$ cat src/rtl/vctcxo_ram_arbiter_if.sv
// Bundle of the host (Avalon), logger and RAM-side signals around the tamer scratch RAM arbiter.
// Port summary: host_* Avalon byte port, log_* logger push port and pointer status, ram_* single-port RAM.
// Modports: slave = arbiter view, master = surrounding logic / RAM view.
interface vctcxo_ram_arbiter_if;
  // Host (Nios Avalon) side
  logic [7:0]  host_address;
  logic        host_read;
  logic        host_write;
  logic [7:0]  host_writedata;
  logic        host_waitrequest;
  logic [7:0]  host_readdata;
  logic        host_readdatavalid;
  // Logger side
  logic        log_valid;
  logic [31:0] log_data;
  logic        log_ready;
  logic [7:0]  log_wr_ptr;
  logic        log_wrapped;
  // RAM primitive side
  logic [7:0]  ram_address;
  logic        ram_wren;
  logic [7:0]  ram_writedata;
  logic [7:0]  ram_q;

  modport slave (
    input  host_address, host_read, host_write, host_writedata,
    input  log_valid, log_data, ram_q,
    output host_waitrequest, host_readdata, host_readdatavalid,
    output log_ready, log_wr_ptr, log_wrapped,
    output ram_address, ram_wren, ram_writedata
  );

  modport master (
    output host_address, host_read, host_write, host_writedata,
    output log_valid, log_data, ram_q,
    input  host_waitrequest, host_readdata, host_readdatavalid,
    input  log_ready, log_wr_ptr, log_wrapped,
    input  ram_address, ram_wren, ram_writedata
  );
endinterface

$ cat src/rtl/vctcxo_ram_arbiter.sv
// Shares the vctcxo tamer 256x8 scratch RAM between the Nios host and the tuning-error logger;
// host accesses take 1 cycle, a logged 32-bit sample is written as 4 little-endian bytes over 4 cycles.
// Backpressure: host_waitrequest stalls the host, log_ready is low while the 1-entry holding register is busy.
// Ports: clk, reset (async, active-high), bus (vctcxo_ram_arbiter_if.slave: host_*, log_*, ram_*).
// Optional macro VCTCXO_RAM_ARB_PROTECT_EN: host writes into the log region are accepted but dropped.
module vctcxo_ram_arbiter #(
  parameter logic [7:0] LOG_BASE  = 8'h80,
  parameter int         LOG_WORDS = 32
) (
  input  logic                       clk,
  input  logic                       reset,
  vctcxo_ram_arbiter_if.slave        bus
);

  typedef enum logic [1:0] {IDLE, LOG_B1, LOG_B2, LOG_B3} state_t;
  typedef enum logic {GRANT_HOST, GRANT_LOG} grant_t;

  state_t      state_q, state_d;
  grant_t      last_grant_q, last_grant_d;
  logic [31:0] hold_q, hold_d;
  logic        hold_full_q, hold_full_d;
  logic [7:0]  ptr_q, ptr_d;
  logic        wrapped_q, wrapped_d;
  logic [7:0]  ram_addr_q, ram_addr_d;
  logic [7:0]  ram_wdata_q, ram_wdata_d;
  logic        rdv_q, rdv_d;

  logic        ram_wren;
  logic        host_wait;
  logic        log_ready;
  logic        host_req;
  logic        host_in_log;
  logic [7:0]  log_addr;

  // Byte address of byte 0 of the current log entry.
  assign log_addr = LOG_BASE + (ptr_q << 2);

`ifdef VCTCXO_RAM_ARB_PROTECT_EN
  localparam logic [8:0] LOG_LAST = 9'(int'(LOG_BASE) + 4 * LOG_WORDS - 1);
  assign host_in_log = (bus.host_address >= LOG_BASE) && ({1'b0, bus.host_address} <= LOG_LAST);
`else
  assign host_in_log = 1'b0;
`endif

  // Host request is masked during reset so waitrequest shows its reset value.
  assign host_req  = (bus.host_read | bus.host_write) & ~reset;

  // The holding register frees up in the byte-3 cycle, so a new sample can land right then.
  assign log_ready = ~hold_full_q | (state_q == LOG_B3);

  always_comb begin
    state_d      = state_q;
    last_grant_d = last_grant_q;
    hold_d       = hold_q;
    hold_full_d  = hold_full_q;
    ptr_d        = ptr_q;
    wrapped_d    = wrapped_q;
    ram_addr_d   = ram_addr_q;
    ram_wdata_d  = ram_wdata_q;
    rdv_d        = 1'b0;
    ram_wren     = 1'b0;
    host_wait    = 1'b1;

    unique case (state_q)
      IDLE: begin
        // Round-robin: on contention the side not granted last time wins.
        if (host_req && (!hold_full_q || last_grant_q == GRANT_LOG)) begin
          host_wait    = 1'b0;
          last_grant_d = GRANT_HOST;
          ram_addr_d   = bus.host_address;
          if (bus.host_write) begin
            // Read+write together is a write; no read data returned.
            ram_wdata_d = bus.host_writedata;
            ram_wren    = ~host_in_log;
          end else begin
            rdv_d = 1'b1;
          end
        end else if (hold_full_q) begin
          ram_addr_d  = log_addr;
          ram_wdata_d = hold_q[7:0];
          ram_wren    = 1'b1;
          state_d     = LOG_B1;
        end
      end
      LOG_B1: begin
        ram_addr_d  = log_addr + 8'd1;
        ram_wdata_d = hold_q[15:8];
        ram_wren    = 1'b1;
        state_d     = LOG_B2;
      end
      LOG_B2: begin
        ram_addr_d  = log_addr + 8'd2;
        ram_wdata_d = hold_q[23:16];
        ram_wren    = 1'b1;
        state_d     = LOG_B3;
      end
      LOG_B3: begin
        ram_addr_d   = log_addr + 8'd3;
        ram_wdata_d  = hold_q[31:24];
        ram_wren     = 1'b1;
        hold_full_d  = 1'b0;
        last_grant_d = GRANT_LOG;
        state_d      = IDLE;
        if (ptr_q == 8'(LOG_WORDS - 1)) begin
          ptr_d     = 8'd0;
          wrapped_d = 1'b1;
        end else begin
          ptr_d = ptr_q + 8'd1;
        end
      end
      default: state_d = IDLE;
    endcase

    // Capture after the byte-3 clear so a same-cycle push wins.
    if (bus.log_valid && log_ready) begin
      hold_d      = bus.log_data;
      hold_full_d = 1'b1;
    end
  end

  always_ff @(posedge clk or posedge reset) begin
    if (reset) begin
      state_q      <= IDLE;
      last_grant_q <= GRANT_LOG;
      hold_q       <= '0;
      hold_full_q  <= 1'b0;
      ptr_q        <= '0;
      wrapped_q    <= 1'b0;
      ram_addr_q   <= '0;
      ram_wdata_q  <= '0;
      rdv_q        <= 1'b0;
    end else begin
      state_q      <= state_d;
      last_grant_q <= last_grant_d;
      hold_q       <= hold_d;
      hold_full_q  <= hold_full_d;
      ptr_q        <= ptr_d;
      wrapped_q    <= wrapped_d;
      ram_addr_q   <= ram_addr_d;
      ram_wdata_q  <= ram_wdata_d;
      rdv_q        <= rdv_d;
    end
  end

  // The RAM registers the address itself, so address/data go out combinationally
  // and hold their last value when there is no access.
  assign bus.ram_address        = ram_addr_d;
  assign bus.ram_writedata      = ram_wdata_d;
  assign bus.ram_wren           = ram_wren;
  assign bus.host_waitrequest   = host_wait;
  assign bus.host_readdatavalid = rdv_q;
  assign bus.host_readdata      = rdv_q ? bus.ram_q : 8'h00;
  assign bus.log_ready          = log_ready;
  assign bus.log_wr_ptr         = ptr_q;
  assign bus.log_wrapped        = wrapped_q;

endmodule

$ cat src/flat_wrapper.sv
// flat-port wrapper written by rule: the top's interface ports become plain ports
module vctcxo_ram_arbiter_flat 
#(
  parameter logic [7:0] LOG_BASE  = 8'h80,
  parameter int         LOG_WORDS = 32
)
  (clk, reset, bus_host_address, bus_host_read, bus_host_write, bus_host_writedata, bus_log_valid, bus_log_data, bus_ram_q, bus_host_waitrequest, bus_host_readdata, bus_host_readdatavalid, bus_log_ready, bus_log_wr_ptr, bus_log_wrapped, bus_ram_address, bus_ram_wren, bus_ram_writedata);
  vctcxo_ram_arbiter_if bus_i ();
  input  logic clk;
  input  logic reset;
  input wire logic [$bits(bus_i.host_address)-1:0] bus_host_address;
  input wire logic [$bits(bus_i.host_read)-1:0] bus_host_read;
  input wire logic [$bits(bus_i.host_write)-1:0] bus_host_write;
  input wire logic [$bits(bus_i.host_writedata)-1:0] bus_host_writedata;
  input wire logic [$bits(bus_i.log_valid)-1:0] bus_log_valid;
  input wire logic [$bits(bus_i.log_data)-1:0] bus_log_data;
  input wire logic [$bits(bus_i.ram_q)-1:0] bus_ram_q;
  output wire logic [$bits(bus_i.host_waitrequest)-1:0] bus_host_waitrequest;
  output wire logic [$bits(bus_i.host_readdata)-1:0] bus_host_readdata;
  output wire logic [$bits(bus_i.host_readdatavalid)-1:0] bus_host_readdatavalid;
  output wire logic [$bits(bus_i.log_ready)-1:0] bus_log_ready;
  output wire logic [$bits(bus_i.log_wr_ptr)-1:0] bus_log_wr_ptr;
  output wire logic [$bits(bus_i.log_wrapped)-1:0] bus_log_wrapped;
  output wire logic [$bits(bus_i.ram_address)-1:0] bus_ram_address;
  output wire logic [$bits(bus_i.ram_wren)-1:0] bus_ram_wren;
  output wire logic [$bits(bus_i.ram_writedata)-1:0] bus_ram_writedata;
  assign bus_i.host_address = bus_host_address;
  assign bus_i.host_read = bus_host_read;
  assign bus_i.host_write = bus_host_write;
  assign bus_i.host_writedata = bus_host_writedata;
  assign bus_i.log_valid = bus_log_valid;
  assign bus_i.log_data = bus_log_data;
  assign bus_i.ram_q = bus_ram_q;
  assign bus_host_waitrequest = bus_i.host_waitrequest;
  assign bus_host_readdata = bus_i.host_readdata;
  assign bus_host_readdatavalid = bus_i.host_readdatavalid;
  assign bus_log_ready = bus_i.log_ready;
  assign bus_log_wr_ptr = bus_i.log_wr_ptr;
  assign bus_log_wrapped = bus_i.log_wrapped;
  assign bus_ram_address = bus_i.ram_address;
  assign bus_ram_wren = bus_i.ram_wren;
  assign bus_ram_writedata = bus_i.ram_writedata;
  vctcxo_ram_arbiter #(.LOG_BASE(LOG_BASE), .LOG_WORDS(LOG_WORDS)) u_core (.clk(clk), .reset(reset), .bus(bus_i));
endmodule
$ cat config.mk
export PLATFORM = sky130hd
export DESIGN_NAME = vctcxo_ram_arbiter_flat
export DESIGN_NICKNAME = d
export VERILOG_FILES = /design/src/rtl/vctcxo_ram_arbiter_if.sv /design/src/rtl/vctcxo_ram_arbiter.sv /design/src/flat_wrapper.sv
export SDC_FILE = /design/constraint.sdc
export NUM_CORES = 1
export LEC_CHECK = 0
export ABC_CLOCK_PERIOD_IN_PS = 3800
export CORE_MARGIN = 2
export CORE_UTILIZATION = 40
export CTS_BUF_LIST = sky130_fd_sc_hd__clkbuf_8
export CTS_CLUSTER_DIAMETER = 100
export DETAILED_ROUTE_END_ITERATION = 12
export PLACE_DENSITY = 0.71
export SLEW_MARGIN = 20
export SYNTH_ARGS = -nofsm -noshare
export SYNTH_HDL_FRONTEND = slang
export SYNTH_SLANG_ARGS = --single-unit
export TNS_END_PERCENT = 100
$ cat constraint.sdc
create_clock -name clk -period 3.8 [get_ports clk]
set_input_delay 0.76 -clock clk [delete_from_list [all_inputs] [get_ports clk]]
set_output_delay 0.76 -clock clk [all_outputs]
set_load 0.05 [all_outputs]
## Word-level counts from Yosys, hierarchy flattened

Index checks and enable logic that the tools add are counted.

- Bits in registers: 62
- Output and inout port bits: 37

- Eq/ne operators: 7
- Muxes and demuxes: 25
- Bitwise gates (word level): 5
- Reduce and logical (&&, ||, !) cells: 11
- Add/sub/neg operators: 5

Operators by type and width:

| operator | number |
|---|---|
| $pmux 8 s4 | 2 |
| $mux 8 | 7 |
| $add 8x1->8 const B | 2 |
| $add 8x2->8 const B | 2 |
| $mux 1 | 11 |
| $add 8x8->8 const A | 1 |
| $eq 8x5->1 const B | 1 |
| $pmux 2 s4 | 1 |
| $reduce_and 2->1 | 3 |
| $eq 2x2->1 const B | 2 |
| $mux 2 | 2 |
| $ne 2x1->1 const B | 2 |
| $pmux 1 s2 | 2 |
| $reduce_bool 2->1 | 2 |
| $reduce_or 3->1 | 1 |
| $eq 2x1->1 const B | 1 |
| $logic_and 1x1->1 | 2 |
| $logic_not 2->1 | 1 |
| $ne 2x2->1 const B | 1 |
| $not 1->1 | 2 |
| $or 1x1->1 | 2 |
| $and 1x1->1 | 1 |
| $logic_not 1->1 | 1 |
| $logic_or 1x1->1 | 1 |

## Longest topological paths before layout

- Depth in word-level cells: 5
- Mapped depth: 6
- Mapped depth without buffers: 6

## Worst setup path before layout

Ideal clock, no wire load.

- Path type: input-to-output
- Start point: in reset
- End point: out bus_ram_wren
- Arrival: 2,768 ps
- Setup slack: 272 ps
- Stages: 3
- Path through: inv_1 nand3_1 a221o_1

- Word-level cells in the longest chain between the ends: 5

RTL lines:

| what | RTL line | text |
|---|---|---|
| start: declaration | flat_wrapper.sv:10 | `input logic reset;` |
| $not 1->1 | vctcxo_ram_arbiter.sv:46 | `assign host_req = (bus.host_read \| bus.host_write) & ~reset;` |
| $and 1x1->1 | vctcxo_ram_arbiter.sv:46 |  |
| $logic_and 1x1->1 | vctcxo_ram_arbiter.sv:67 | `if (host_req && (!hold_full_q \|\| last_grant_q == GRANT_LOG)) begin` |
| $mux 1 | vctcxo_ram_arbiter.sv:67 |  |
| $pmux 1 s2 | vctcxo_ram_arbiter.sv:64 | `unique case (state_q)` |
| end: declaration | flat_wrapper.sv:25 | `output wire logic [$bits(bus_i.ram_wren)-1:0] bus_ram_wren;` |

No other way between the ends.

## Worst setup path in the final report

- Start point: in bus_host_write
- End point: out bus_ram_writedata[1]

- Word-level cells in the longest chain between the ends: 5
- Elaborated cells on any way between the ends: 6

RTL lines:

| what | RTL line | text |
|---|---|---|
| start: declaration | flat_wrapper.sv:13 | `input wire logic [$bits(bus_i.host_write)-1:0] bus_host_write;` |
| $or 1x1->1 | vctcxo_ram_arbiter.sv:46 |  |
| $and 1x1->1 | vctcxo_ram_arbiter.sv:46 |  |
| $logic_and 1x1->1 | vctcxo_ram_arbiter.sv:67 |  |
| $mux 8 (*) | vctcxo_ram_arbiter.sv:67 |  |
| $pmux 8 s4 (*) | vctcxo_ram_arbiter.sv:64 |  |
| end: declaration | flat_wrapper.sv:26 | `output wire logic [$bits(bus_i.ram_writedata)-1:0] bus_ram_writedata;` |

Every way passes the cells marked *; elsewhere a longest branch is shown, timed or not.

==> results.py <==
metrics = {
    "placed_design": {
        "post-place-cells": 435,
        "dp_hpwl_um": 5580,
        "io_buffers": 97,
        "gp_congestion": 0.799,
    },
    "die": {
        "start_util_pct": 40.8,
        "die-area_mm2": 0.00849,
        "pin_count": 98,
        "die_h_um": 92.1,
        "row_count": 32,
        "core_area_mm2": 0.00761,
        "die_x_um": 92.1,
    },
    "timing": {
        "slew_headroom_pct": 48.2,
        "fmax_mhz": 297,
        "skew_ps": 6.03,
        "slew_violations": 0,
        "final-hold-violation-count": 0,
        "timing.final.crit_period_ps": 3360,
        "fin_setup_tns_ps": 0,
        "rsz0062_at_grt": "no",
        "fin_crit_sh_pct": 88.5,
        "tightest_slew_ps": 774,
        "setup_viol_count_final": 0,
        "hold-worst-slack_ps": 472,
    },
    "yosys": {
        "yosysSeqAreaShare_pct": 50.0,
        "syn_nets": 310,
        "synth_enable_flop_cells": 0,
        "ys_warn_count": 0,
        "yosysMostFrequentCell": "dfrtp_1",
        "yosys-top-cells-count": "dfrtp_1, mux2_2, mux2i_1",
        "ys_ff_latch": 62,
        "synth-main-ff-cell": "dfrtp_1",
        "synth_top_cell_by_area": "dfrtp_1",
        "synth.area.top_cells": "dfrtp_1, mux2_2, mux2i_1, a221o_2, a222oi_1",
        "avgSynthCellArea_um2": 12.8,
        "async_flop_share_pct": 100,
        "netlist.area_leader.share_pct": 49.1,
        "synth_cell_types": 49,
        "synthCells": 243,
        "syn_area_mm2": 0.00311,
    },
    "global_routing": {
        "grt.overflow.total": 0,
        "grt_pass1_vias": 2427,
        "grt_pass1_wl_um": 12200,
        "grt_antenna_before_repair": 0,
        "grt_max_degree": 39,
        "globalRouteTotalUtil_pct": 18.5,
    },
    "drt": {
        "antenna_left": 0,
        "drt_iter0_markers": 147,
        "detail_route.wl_per_cell_um": 16.9,
        "vias": 2405,
        "firstDrtPassIters": 5,
        "vias_per_cell": 5.33,
        "wirelength_um": 7620,
        "drc": 0,
    },
    "power": {
        "peakVddDrop_v": 0.000610,
        "power_density_mw_per_mm2": 1060,
        "switchingPower_mw": 2.11,
        "p_clk_share_pct": 11.5,
        "sw_frac_of_total_pct": 44.7,
        "total_power_mw": 4.72,
        "p_int_mw": 2.61,
        "seqPwrFrac_pct": 25.6,
        "cellLeakagePower_nw": 1.92,
        "pwr-share-comb_pct": 62.9,
    },
    "worst_setup_path": {
        "r2r-start": "u_core.state_q[0]$_DFFE_PP0P_",
        "reg2reg_depth": 4,
        "cp_slowest_cell": "clkdlybuf4s50_1",
        "path_cells": "clkdlybuf4s50_1 -> o21bai_2 -> o21ai_1 -> o221ai_1 -> buf_12",
        "crit_family": "compound AO/OA/AOI/OAI gates",
        "end_kind": "output pin",
        "critical_path_buf_inv_count": 2,
        "required_ps": 3040,
        "critical_path_class": "in2out",
        "rrSetupSlack_ps": 1420,
        "cp-start-kind": "input pin",
        "critPathMaxStageDelay_ps": 640,
        "reg2reg_to": "u_core.hold_q[3]$_DFFE_PP0P_",
        "worstPathArrival_ps": 2600,
        "crit_fanout": 7,
    },
    "cts": {
        "post_cts_buffers": 0,
        "h-tree-depth": 3,
        "post_cts_resize_count": 0,
        "clockBufferDepth": 2,
        "clock_latency_ps": 350,
        "clkTransAtPathRegs_ps": 70,
        "root_buffer": "clkbuf_8",
        "numCtsBuffers": 9,
        "cts_hold_buf": 0,
        "cts_tree": "done",
        "cts.sinks": 62,
    },
    "final_layout": {
        "drive_gt1_share_pct": 31.2,
        "final_nets": 411,
        "final_cells": 451,
        "nFillCells": 630,
        "diodes": 0,
        "syn_to_final_growth_pct": 43.9,
    },
    "hold_path": {
        "hold_end": "u_core.bus.log_wrapped$_DFFE_PP0P_",
        "hold_class": "reg2reg",
        "min_from": "u_core.bus.log_wrapped$_DFFE_PP0P_",
        "hold_depth": 1,
    },
    "flow_run": {
        "drv_cap": 0,
    },
    "status": {
        "status": "finished, final reports clean",
    },
}
-- power by group through the flow --
stage / logic (mW) / registers, mW / clock network (mW)
2_1_floorplan: 1.77 / 1.26 / 0
3_3_place_gp: 2.94 / 1.20 / 0
3_5_place_dp: 2.99 / 1.21 / 0
4_1_cts: 2.99 / 1.20 / 0.551
5_1_grt: 3.13 / 1.25 / 0.585
6_report: 2.97 / 1.21 / 0.542
-- worst reg2reg max path, cell delays in order (launching register included) --
cell,delay [ps]
dfrtp_1,390
ha_1,660
nand2b_2,290
nand2_2,470
mux2_2,470
-- worst max path at each step --
stage / slack, ps / from / endpoint / depth (start not counted)
floorplan: 270 / reset / bus_ram_wren / 3
global placement: 500 / bus_host_write / bus_ram_writedata[6] / 5
detailed placement: 430 / bus_host_write / bus_ram_writedata[1] / 5
CTS: 420 / bus_host_write / bus_ram_writedata[1] / 5
global route: 260 / bus_host_write / bus_ram_writedata[1] / 5
finish: 440 / bus_host_write / bus_ram_writedata[1] / 5
-- cells in the final DEF, fill, tap and decap left out, drive strengths merged, types with 3 or more instances in the layout --
cell type	count
dfrtp	61
a221o	9
a222oi	8
mux2	40
nor3b	4
nand2	9
or2	7
clkdlybuf4s50	79
nor3	6
o221ai	6
nand3	3
o21ai	3
inv	12
nand2b	3
clkbuf	9
and2	9
buf	23
ha	6
xnor2	3
mux2i	15
nor2	10
-- per-layer routing --
layer	track usage (%)	share of wire [%]	vias up
met1	24.5	44	1182
met4	7.46	1.2	0
met2	29.9	47	104
met3	3.62	7.7	8
li1	-	-	1111
met5	0	0	-
-- through the flow --
| stage | area [um^2] | setup slack, ps | util (%) |
|---|---|---|---|
| after CTS | 4470 | 422 | 58.8 |
| after floorplan | 3110 | 272 | - |
| final | 4470 | 438 | 58.8 |
| after global placement | 4290 | 496 | 56.4 |
| after global routing | 4470 | 264 | 58.8 |
| after detailed placement | 4290 | 432 | 56.4 |
-- area by class of cell --
| cell class | count | area (um^2) | share of cell area, % |
|---|---|---|---|
| Timing Repair Buffer | 102 | 1160 | 26.0 |
| Tap cell | 102 | 128 | 2.86 |
| Clock inverter | 7 | 55.1 | 1.23 |
| Sequential cell | 62 | 1550 | 34.7 |
| Multi-Input combinational cell | 161 | 1410 | 31.6 |
| Inverter | 8 | 32.5 | 0.728 |
| Clock buffer | 9 | 124 | 2.77 |
-- kinds of logic after synthesis --
| logic type | synth area share, % |
|---|---|
| AND/OR/NAND/NOR | 11.5 |
| AO/OA/AOI/OAI | 10.8 |
| flip-flops | 50.0 |
| adder cells (fa/ha/maj) | 2.42 |
| multiplexers | 19.3 |
| buffers and inverters | 4.51 |
| XOR/XNOR | 1.41 |
-- flip-flops by register name, indices dropped and copies added, names as in the netlist --
signal                         cells
u_core.ram_addr_q                  8
u_core.hold_full_q                 1
u_core.hold_q                     32
u_core.last_grant_q                1
u_core.bus.log_wrapped             1
u_core.bus.log_wr_ptr              8
u_core.ram_wdata_q                 8
u_core.bus.host_readdatavalid      1
u_core.state_q                     2
Note: power is estimated with default switching activity, not from simulation.
